<file path="config.mk">
export PLATFORM = sky130hd
export DESIGN_NAME = run_ctrl
export DESIGN_NICKNAME = d
export VERILOG_FILES = /design/src/rtl/run_ctrl_pkg.sv /design/src/rtl/run_ctrl_up_cnt.sv /design/src/rtl/run_ctrl.sv
export SDC_FILE = /design/constraint.sdc
export NUM_CORES = 1
export LEC_CHECK = 0
export CAP_MARGIN = 5
export CORE_MARGIN = 5
export CORE_UTILIZATION = 52
export CTS_CLUSTER_DIAMETER = 40
export CTS_CLUSTER_SIZE = 30
export DETAILED_ROUTE_END_ITERATION = 12
export MAX_ROUTING_LAYER = met4
export PLACE_DENSITY_LB_ADDON = 0.05
export SLEW_MARGIN = 10
export SYNTH_ARGS = -nofsm -noshare
export SYNTH_HDL_FRONTEND = slang
export SYNTH_SLANG_ARGS = --single-unit
</file>
<file path="constraint.sdc">
create_clock -name clk -period 3.5 [get_ports clk]
set_input_delay 0.35 -clock clk [delete_from_list [all_inputs] [get_ports clk]]
set_output_delay 0.35 -clock clk [all_outputs]
set_load 0.05 [all_outputs]
</file>
<file path="src/rtl/run_ctrl_pkg.sv">
// Shared types and constants for the run_ctrl host sequencer.
package run_ctrl_pkg;

    typedef enum logic [2:0] {
        IDLE     = 3'd0,
        LOAD     = 3'd1,
        CORE_RST = 3'd2,
        RUN      = 3'd3,
        UNLOAD   = 3'd4
    } state_e;

    localparam int CORE_RST_CYCLES = 2;

endpackage

</file>
<file path="src/rtl/run_ctrl_up_cnt.sv">
// Up counter with synchronous clear (priority), enable and saturation at MAX.
module up_cnt #(
    parameter int           W   = 8,
    parameter logic [W-1:0] MAX = '1
) (
    input  logic         clk,
    input  logic         reset,
    input  logic         clr,
    input  logic         en,
    output logic [W-1:0] cnt_q
);

    logic [W-1:0] cnt_d;

    // Next count: clear wins over enable, hold once MAX is reached.
    always_comb begin
        cnt_d = cnt_q;
        if (clr) begin
            cnt_d = '0;
        end else if (en && (cnt_q != MAX)) begin
            cnt_d = cnt_q + W'(1);
        end else begin
            cnt_d = cnt_q;
        end
    end

    // Count register.
    always_ff @(posedge clk or posedge reset) begin
        if (reset) begin
            cnt_q <= '0;
        end else begin
            cnt_q <= cnt_d;
        end
    end

endmodule

</file>
<file path="src/rtl/run_ctrl.sv">
// Host sequencer: preload data memory, run the core under a timeout, stream results out.
// Define RUN_CTRL_CYCLE_CNT_EN to export the run-cycle counter on cycle_cnt.
module run_ctrl
    import run_ctrl_pkg::*;
#(
    parameter int               AW          = 8,
    parameter int               LOAD_BASE   = 0,
    parameter int               LOAD_LEN    = 32,
    parameter int               UNLOAD_BASE = 64,
    parameter int               UNLOAD_LEN  = 32,
    parameter int               TMO_W       = 16,
    parameter logic [TMO_W-1:0] TMO_MAX     = TMO_W'(16'hFFFF)
) (
    input  logic             clk,
    input  logic             reset,
    input  logic             start,
    output logic             busy,
    output logic             finished,
    output logic             timed_out,
    input  logic             in_valid,
    input  logic [7:0]       in_data,
    output logic             in_ready,
    output logic             out_valid,
    output logic [7:0]       out_data,
    input  logic             out_ready,
    output logic             core_reset,
    output logic             core_req,
    input  logic             core_done,
    output logic             mem_sel,
    output logic             mem_wr_en,
    output logic [AW-1:0]    mem_addr,
    output logic [7:0]       mem_wr_data,
    input  logic [7:0]       mem_rd_data,
    output logic [TMO_W-1:0] cycle_cnt
);

    localparam int               IDX_W       = 16;
    localparam logic [IDX_W-1:0] LOAD_LAST   = IDX_W'(LOAD_LEN - 1);
    localparam logic [IDX_W-1:0] UNLOAD_LAST = IDX_W'(UNLOAD_LEN - 1);
    localparam logic [IDX_W-1:0] CRST_LAST   = IDX_W'(CORE_RST_CYCLES - 1);
    localparam logic [TMO_W-1:0] TMO_LAST    = TMO_MAX - TMO_W'(1);

    state_e           state_q, state_d;
    logic             fin_q, fin_d;
    logic             tmo_q, tmo_d;
    logic             idx_clr, idx_en;
    logic             run_clr, run_en;
    logic [IDX_W-1:0] idx_q;
    logic [TMO_W-1:0] run_q;

    // idx serves the load/unload address offset and the core-reset hold count.
    up_cnt #(.W(IDX_W), .MAX('1)) u_idx (
        .clk   (clk),
        .reset (reset),
        .clr   (idx_clr),
        .en    (idx_en),
        .cnt_q (idx_q)
    );

    up_cnt #(.W(TMO_W), .MAX(TMO_MAX)) u_run (
        .clk   (clk),
        .reset (reset),
        .clr   (run_clr),
        .en    (run_en),
        .cnt_q (run_q)
    );

`ifdef RUN_CTRL_CYCLE_CNT_EN
    assign cycle_cnt = run_q;
`else
    assign cycle_cnt = '0;
`endif

    assign busy       = (state_q != IDLE);
    assign in_ready   = (state_q == LOAD);
    assign out_valid  = (state_q == UNLOAD);
    assign core_reset = (state_q != RUN);
    assign mem_sel    = (state_q != RUN);
    assign out_data   = mem_rd_data;
    assign finished   = fin_q;
    assign timed_out  = tmo_q;

    // Next-state, counter control and memory-port decode.
    always_comb begin
        state_d     = state_q;
        fin_d       = fin_q;
        tmo_d       = tmo_q;
        idx_clr     = 1'b0;
        idx_en      = 1'b0;
        run_clr     = 1'b0;
        run_en      = 1'b0;
        core_req    = 1'b0;
        mem_wr_en   = 1'b0;
        mem_addr    = '0;
        mem_wr_data = 8'h00;
        case (state_q)
            IDLE: begin
                if (start) begin
                    fin_d   = 1'b0;
                    tmo_d   = 1'b0;
                    idx_clr = 1'b1;
                    run_clr = 1'b1;
                    state_d = (LOAD_LEN == 0) ? CORE_RST : LOAD;
                end else begin
                    state_d = IDLE;
                end
            end
            LOAD: begin
                mem_addr    = AW'(LOAD_BASE) + AW'(idx_q);
                mem_wr_data = in_data;
                if (in_valid) begin
                    mem_wr_en = 1'b1;
                    idx_en    = 1'b1;
                    if (idx_q == LOAD_LAST) begin
                        idx_clr = 1'b1;
                        state_d = CORE_RST;
                    end else begin
                        state_d = LOAD;
                    end
                end else begin
                    state_d = LOAD;
                end
            end
            CORE_RST: begin
                idx_en = 1'b1;
                if (idx_q == CRST_LAST) begin
                    idx_clr = 1'b1;
                    state_d = RUN;
                end else begin
                    state_d = CORE_RST;
                end
            end
            RUN: begin
                // run_q is cleared on start, so zero marks the request cycle.
                run_en   = 1'b1;
                core_req = (run_q == '0);
                if (core_done && !core_req) begin
                    if (UNLOAD_LEN == 0) begin
                        fin_d   = 1'b1;
                        state_d = IDLE;
                    end else begin
                        state_d = UNLOAD;
                    end
                end else if (run_q == TMO_LAST) begin
                    tmo_d   = 1'b1;
                    fin_d   = 1'b1;
                    state_d = IDLE;
                end else begin
                    state_d = RUN;
                end
            end
            UNLOAD: begin
                mem_addr = AW'(UNLOAD_BASE) + AW'(idx_q);
                if (out_ready) begin
                    idx_en = 1'b1;
                    if (idx_q == UNLOAD_LAST) begin
                        idx_clr = 1'b1;
                        fin_d   = 1'b1;
                        state_d = IDLE;
                    end else begin
                        state_d = UNLOAD;
                    end
                end else begin
                    state_d = UNLOAD;
                end
            end
            default: begin
                state_d = IDLE;
            end
        endcase
    end

    // State and sticky status registers.
    always_ff @(posedge clk or posedge reset) begin
        if (reset) begin
            state_q <= IDLE;
            fin_q   <= 1'b0;
            tmo_q   <= 1'b0;
        end else begin
            state_q <= state_d;
            fin_q   <= fin_d;
            tmo_q   <= tmo_d;
        end
    end

endmodule

</file>
# Word level (Yosys, flattened, before mapping)

Index checks and enable logic that the tools add are counted.

Register bits after elaboration: 37
Input port bits: 22
Output and inout bits: 49
Word-level logic and storage cells: 71

Add/subtract/negate cells: 3
Eq/ne operators: 15
Mux-type cells: 35
Reductions and logical operators: 13

Operators with widths:

| cell                                                              | number |
|---|---|
| 16-bit 2-to-1 mux                                                 | 4 |
| 16-bit by 1-bit adder with 16-bit output (second input constant)  | 2 |
| 16-bit != test (second input constant)                            | 2 |
| 1-bit 2-to-1 mux                                                  | 18 |
| 16-bit by 1-bit == test with 1-bit output (second input constant) | 1 |
| 16-bit == test (second input constant)                            | 1 |
| 16-bit by 5-bit == test with 1-bit output (second input constant) | 1 |
| 16-bit zero test                                                  | 1 |
| 8-bit one-hot mux with 2 select lines                             | 1 |
| 3-bit one-hot mux with 5 select lines                             | 1 |
| 3-bit 2-to-1 mux                                                  | 4 |
| 7-bit by 8-bit adder with 8-bit output (first input constant)     | 1 |
| 8-bit 2-to-1 mux                                                  | 1 |
| 3-bit by 2-bit == test with 1-bit output (second input constant)  | 2 |
| 2-bit != test (second input constant)                             | 3 |
| 1-bit one-hot mux with 3 select lines                             | 2 |
| 6-bit AND reduction                                               | 1 |
| 2-bit nonzero test                                                | 3 |
| 3-bit nonzero test                                                | 2 |
| 2-bit 2-to-1 mux                                                  | 2 |
| 2-bit by 1-bit != test with 1-bit output (second input constant)  | 2 |
| 1-bit one-hot mux with 4 select lines                             | 1 |
| 4-bit AND reduction                                               | 1 |
| 3-bit by 1-bit == test with 1-bit output (second input constant)  | 1 |
| other kinds (6)                                                   | 8 |

# Longest topological paths before layout

Depth in word-level cells: 5
Gate-level depth with buffers: 8
Mapped depth without buffers: 7

# By module

Synthesis repeated with hierarchy kept, for this count alone.

Cell total of the unflattened synthesis: 306
Area, all modules: 2,627.5 um^2

By module, submodules not included:

| module   | instances | cells an instance | area an instance (um^2) | seq. area each (um^2) |
|---|---|---|---|---|
| up_cnt   | 2         | 101               | 932.1                   | 400.4 |
| run_ctrl | 1         | 104               | 763.2                   | 125.1 |

# Worst setup path before layout

OpenSTA, ideal clock, no wires.

Kind: register -> register
Start point: register state_q[1]
End point: register u_idx.cnt_q[15]
Data arrival time: 2.362 ns
Setup slack: 1.061 ns
Cell stages (with the launch flop): 7
Buffers on the path: 1
Period minus slack after synthesis: 2.439 ns
Cells stage by stage: dfrtp_1 > buf_2 > nor3b_4 > a221oi_2 > or4b_4 > or4_1 > a21oi_1

Word-level cells in the longest chain between the ends: 4

RTL lines:

| what                                  | line                  | source |
|---|---|---|
| start: declaration                    | run_ctrl.sv:43        | `state_e state_q, state_d;` |
| start signal: assignment              | run_ctrl.sv:180       | `state_q <= state_d;` |
| 3-bit == test *                       | n/a                   |  |
| net out_valid                         | run_ctrl.sv:23        | `output logic out_valid,` |
| 1-bit one-hot mux with 3 select lines | run_ctrl.sv:96        | `case (state_q)` |
| 1-bit logical AND                     | run_ctrl_up_cnt.sv:20 | `end else if (en && (cnt_q != MAX)) begin` |
| 2-bit nonzero test (no line)          | n/a                   |  |
| end signal: assignment                | run_ctrl_up_cnt.sv:32 | `cnt_q <= cnt_d;` |
| end: declaration                      | run_ctrl_up_cnt.sv:10 | `output logic [W-1:0] cnt_q` |

The timed path passes the listed nets; every way through them passes the cells marked *.
A chain may end at the register's enable or synchronous reset.

# Worst setup path in the final report

Start point: register state_q[0]
End point: output port mem_addr[5]

Word-level cells in the longest chain between the ends: 2

RTL lines:

| what                                                                             | line           | source |
|---|---|---|
| 3-bit == test / 3-bit by 1-bit == test with 1-bit output (equally long branches) | run_ctrl.sv:96 |  |
| 8-bit one-hot mux with 2 select lines *                                          | run_ctrl.sv:96 |  |
| end: declaration                                                                 | run_ctrl.sv:31 | `output logic [AW-1:0] mem_addr,` |

Every way passes the cells marked *; elsewhere a longest branch is shown, timed or not.

==> results.cfg <==
[global_routing]
grt_pass1_vias = 1960
gr-total-overflow = 0
antenna_found_initial = 0
grt_start_max_net_pins = 38
grt_util_all_layers = 0.193
grt_pass1_wl_um = 9430

[cts]
clock_path_buffers = 2
cts.sinks = 37
cts_made_buffers = 5
htree_levels = 2
hold_buffers = 0
root_buffer = clkbuf_8
cts_tree = yes
cts_resized = 0
cts_setup_buffers = 0
cts.clk_slew.worst_paths_ns = 0.08
clkLatencyLatePin_ns = 0.30

[floorplan]
initial_utilization = 0.532
rows = 25
die-area_sq_mm = 0.00633
die_y_um = 79.5
core_sq_mm = 0.00472
ios = 71
die_x_um = 79.5

[pwr]
p_per_area_mw_per_mm2 = 565
p_leak_nw = 1.25
total_power_mw = 1.66
ir_drop_mv = 0.520

[sta]
finalCriticalPeriod_ns = 3.15
report.final.slew_viol_count = 0
period_share = 0.901
final.setup.tns_ns = 0
rsz0062_at_grt = false
fmaxAchievable_ghz = 0.317
skew_ns = 0.00887
setup_ws_ns = 0.347
setup-violations-final = 0
finalHoldViolations = 0
whs_ns = 0.478
slew_headroom = 0.397
worst_pin_slew_ns = 0.905

[setup_path]
r2r_start = state_q[0]
crit_path_end_kind = output pin
path_cells = nor3b_2 -> nor2_1 -> nor2b_1 -> clkdlybuf4s50_1
cpMaxStageDelayCell = clkdlybuf4s50_1
path_class = reg2out
crit_fanout = 15
startpoint_type = register
critical_path.top_delay_family = simple AND/OR/NAND/NOR gates
rr_worst_depth = 5
ff2ff_setup_slack_ns = 0.70
cp.buffers_inverters = 1
worst_r2r_endpoint = u_idx.cnt_q[15]
arrival_ns = 2.80
cp.required_ns = 3.15
cp_slowest_stage_delay_ns = 0.83

[yosys]
async_flop_share = 1.00
synth_compound_area_frac = 0.0891
synth_enable_flop_cells = 0
synth_top_family_by_area = simple AND/OR/NAND/NOR gates
yosysMostFrequentCell = dfrtp_1
synthFlopType = dfrtp_1
synth_warnings = 0
ys_seq_area_frac = 0.368
ys_types = 47
synth-simple-area-share = 0.306
synth.largest_area_cell = dfrtp_1
synth_mux_area_frac = 0.0119
synth_adder_area_share = 0.0348
ys_ff_latch = 37
yosys-top-cells-count = dfrtp_1 (37), nor2_1 (33), buf_4 (26)
synth_area_sq_mm = 0.00251
netlist_instances = 288
synth-xor-area-share = 0.0801
synth.avg_cell_area_sq_um = 8.73
synth_top_area_frac = 0.368
synthTopCellsByArea = dfrtp_1 (37%), buf_4 (7.8%), xnor2_1 (6.6%)

[route]
via_per_inst = 5.36
top_layer = met4
wl_met1_um = 2390
dr_wl_met3_um = 286
route.detailed.drc = 0
drt_iter0_markers = 70
wl_per_cell_um = 14.5
wl_met2_um = 2800
dr.pass1.iters = 4
wl_um = 5540
drtAntennaViolNets = 0
vias = 2048

[finish]
finalNonFillerCells = 382
fill_cells = 414
insertedDiodeCount = 0
layout.nets = 343
area_delta_synth_final_pct = 16.8
drive_above_1_share = 0.0540

[placed_design]
pre_cts_ws_ns = 0.667
dpl.cell_count = 374
gp_routability_congestion = 0.818
numPortBuffers = 38
dp.final_hpwl_um = 4070

[job]
maxCapViolCount = 0

[status]
outcome = finished, final reports clean

[min_path]
min_path_type = in2async
==> stage by stage <==
stage / util / area [sq um]
after global routing: 0.622 / 2940
after CTS: 0.622 / 2940
after detailed placement: 0.596 / 2820
after global placement: 0.596 / 2820
final: 0.622 / 2940
after floorplan: - / 2570
==> area by class of cell <==
| type | instances | area, sq um | share of cell area |
|---|---|---|---|
| clock inverter | 2 | 37.5 | 0.0128 |
| sequential | 37 | 926 | 0.315 |
| inverter | 10 | 37.5 | 0.0128 |
| timing repair buffer | 40 | 395 | 0.135 |
| clock buffer | 6 | 82.6 | 0.0281 |
| tap | 67 | 83.8 | 0.0285 |
| multi-input combinational | 220 | 1370 | 0.468 |
==> layer usage <==
layer | up-vias | GRT usage
met1 | 970 | 0.233
met2 | 61 | 0.318
met3 | 5 | 0.0451
met5 | - | -
li1 | 1012 | -
met4 | 0 | 0.0619
==> registers in the layout, summed over array words and instances (netlist names) <==
name,cells
timed_out,1
u_idx.cnt_q,16
u_run.cnt_q,16
state_q,3
finished,1
==> cell families (layout without fill, tap and decap cells) <==
logic type,after synthesis,after routing
muxes,3,3
DFF,37,37
buffers and inverters,46,58
xor gates and xnor gates,23,23
other,1,16
AOI/OAI and AO/OA,33,33
adders and majority gates,7,7
and+or+nand+nor,138,138
==> tightest hold or removal path, delay by kind of cell <==
| family | cells | cell delay, ns |
|---|---|---|
| buf+inv | 3 | 0.87 |
==> report_power, final <==
| part | internal, mW | switching [mW] |
|---|---|---|
| clock | 0.232 | 0.163 |
| combinational | 0.243 | 0.482 |
| sequential | 0.470 | 0.0683 |
| total | 0.945 | 0.713 |
==> layout by cell type (no fill, tap or decap), types with 6 or more instances in the layout <==
cell type	n
nor2_1	33
a21oi_1	10
nand4_1	9
xnor2_1	19
nor4_1	9
dfrtp_1	37
o21ai_0	6
clkdlybuf4s50_1	38
clkbuf_8	6
nor3_1	10
nand2_1	24
ha_1	7
and2_1	11
conb_1	16
inv_1	10
nand3_1	8
==> worst max-delay path by stage <==
stage                     slack (ns)         endpoint       start  cells after the start
after floorplan                 1.06  u_idx.cnt_q[15]  state_q[1]                      6
after global placement          0.74      mem_addr[0]  state_q[0]                      4
after detailed placement        0.67      mem_addr[5]  state_q[0]                      4
after CTS                       0.29      mem_addr[5]  state_q[0]                      4
after global routing            0.10      mem_addr[0]  state_q[0]                      4
final                           0.35      mem_addr[5]  state_q[0]                      4
Power figures use the tool's default switching activity.
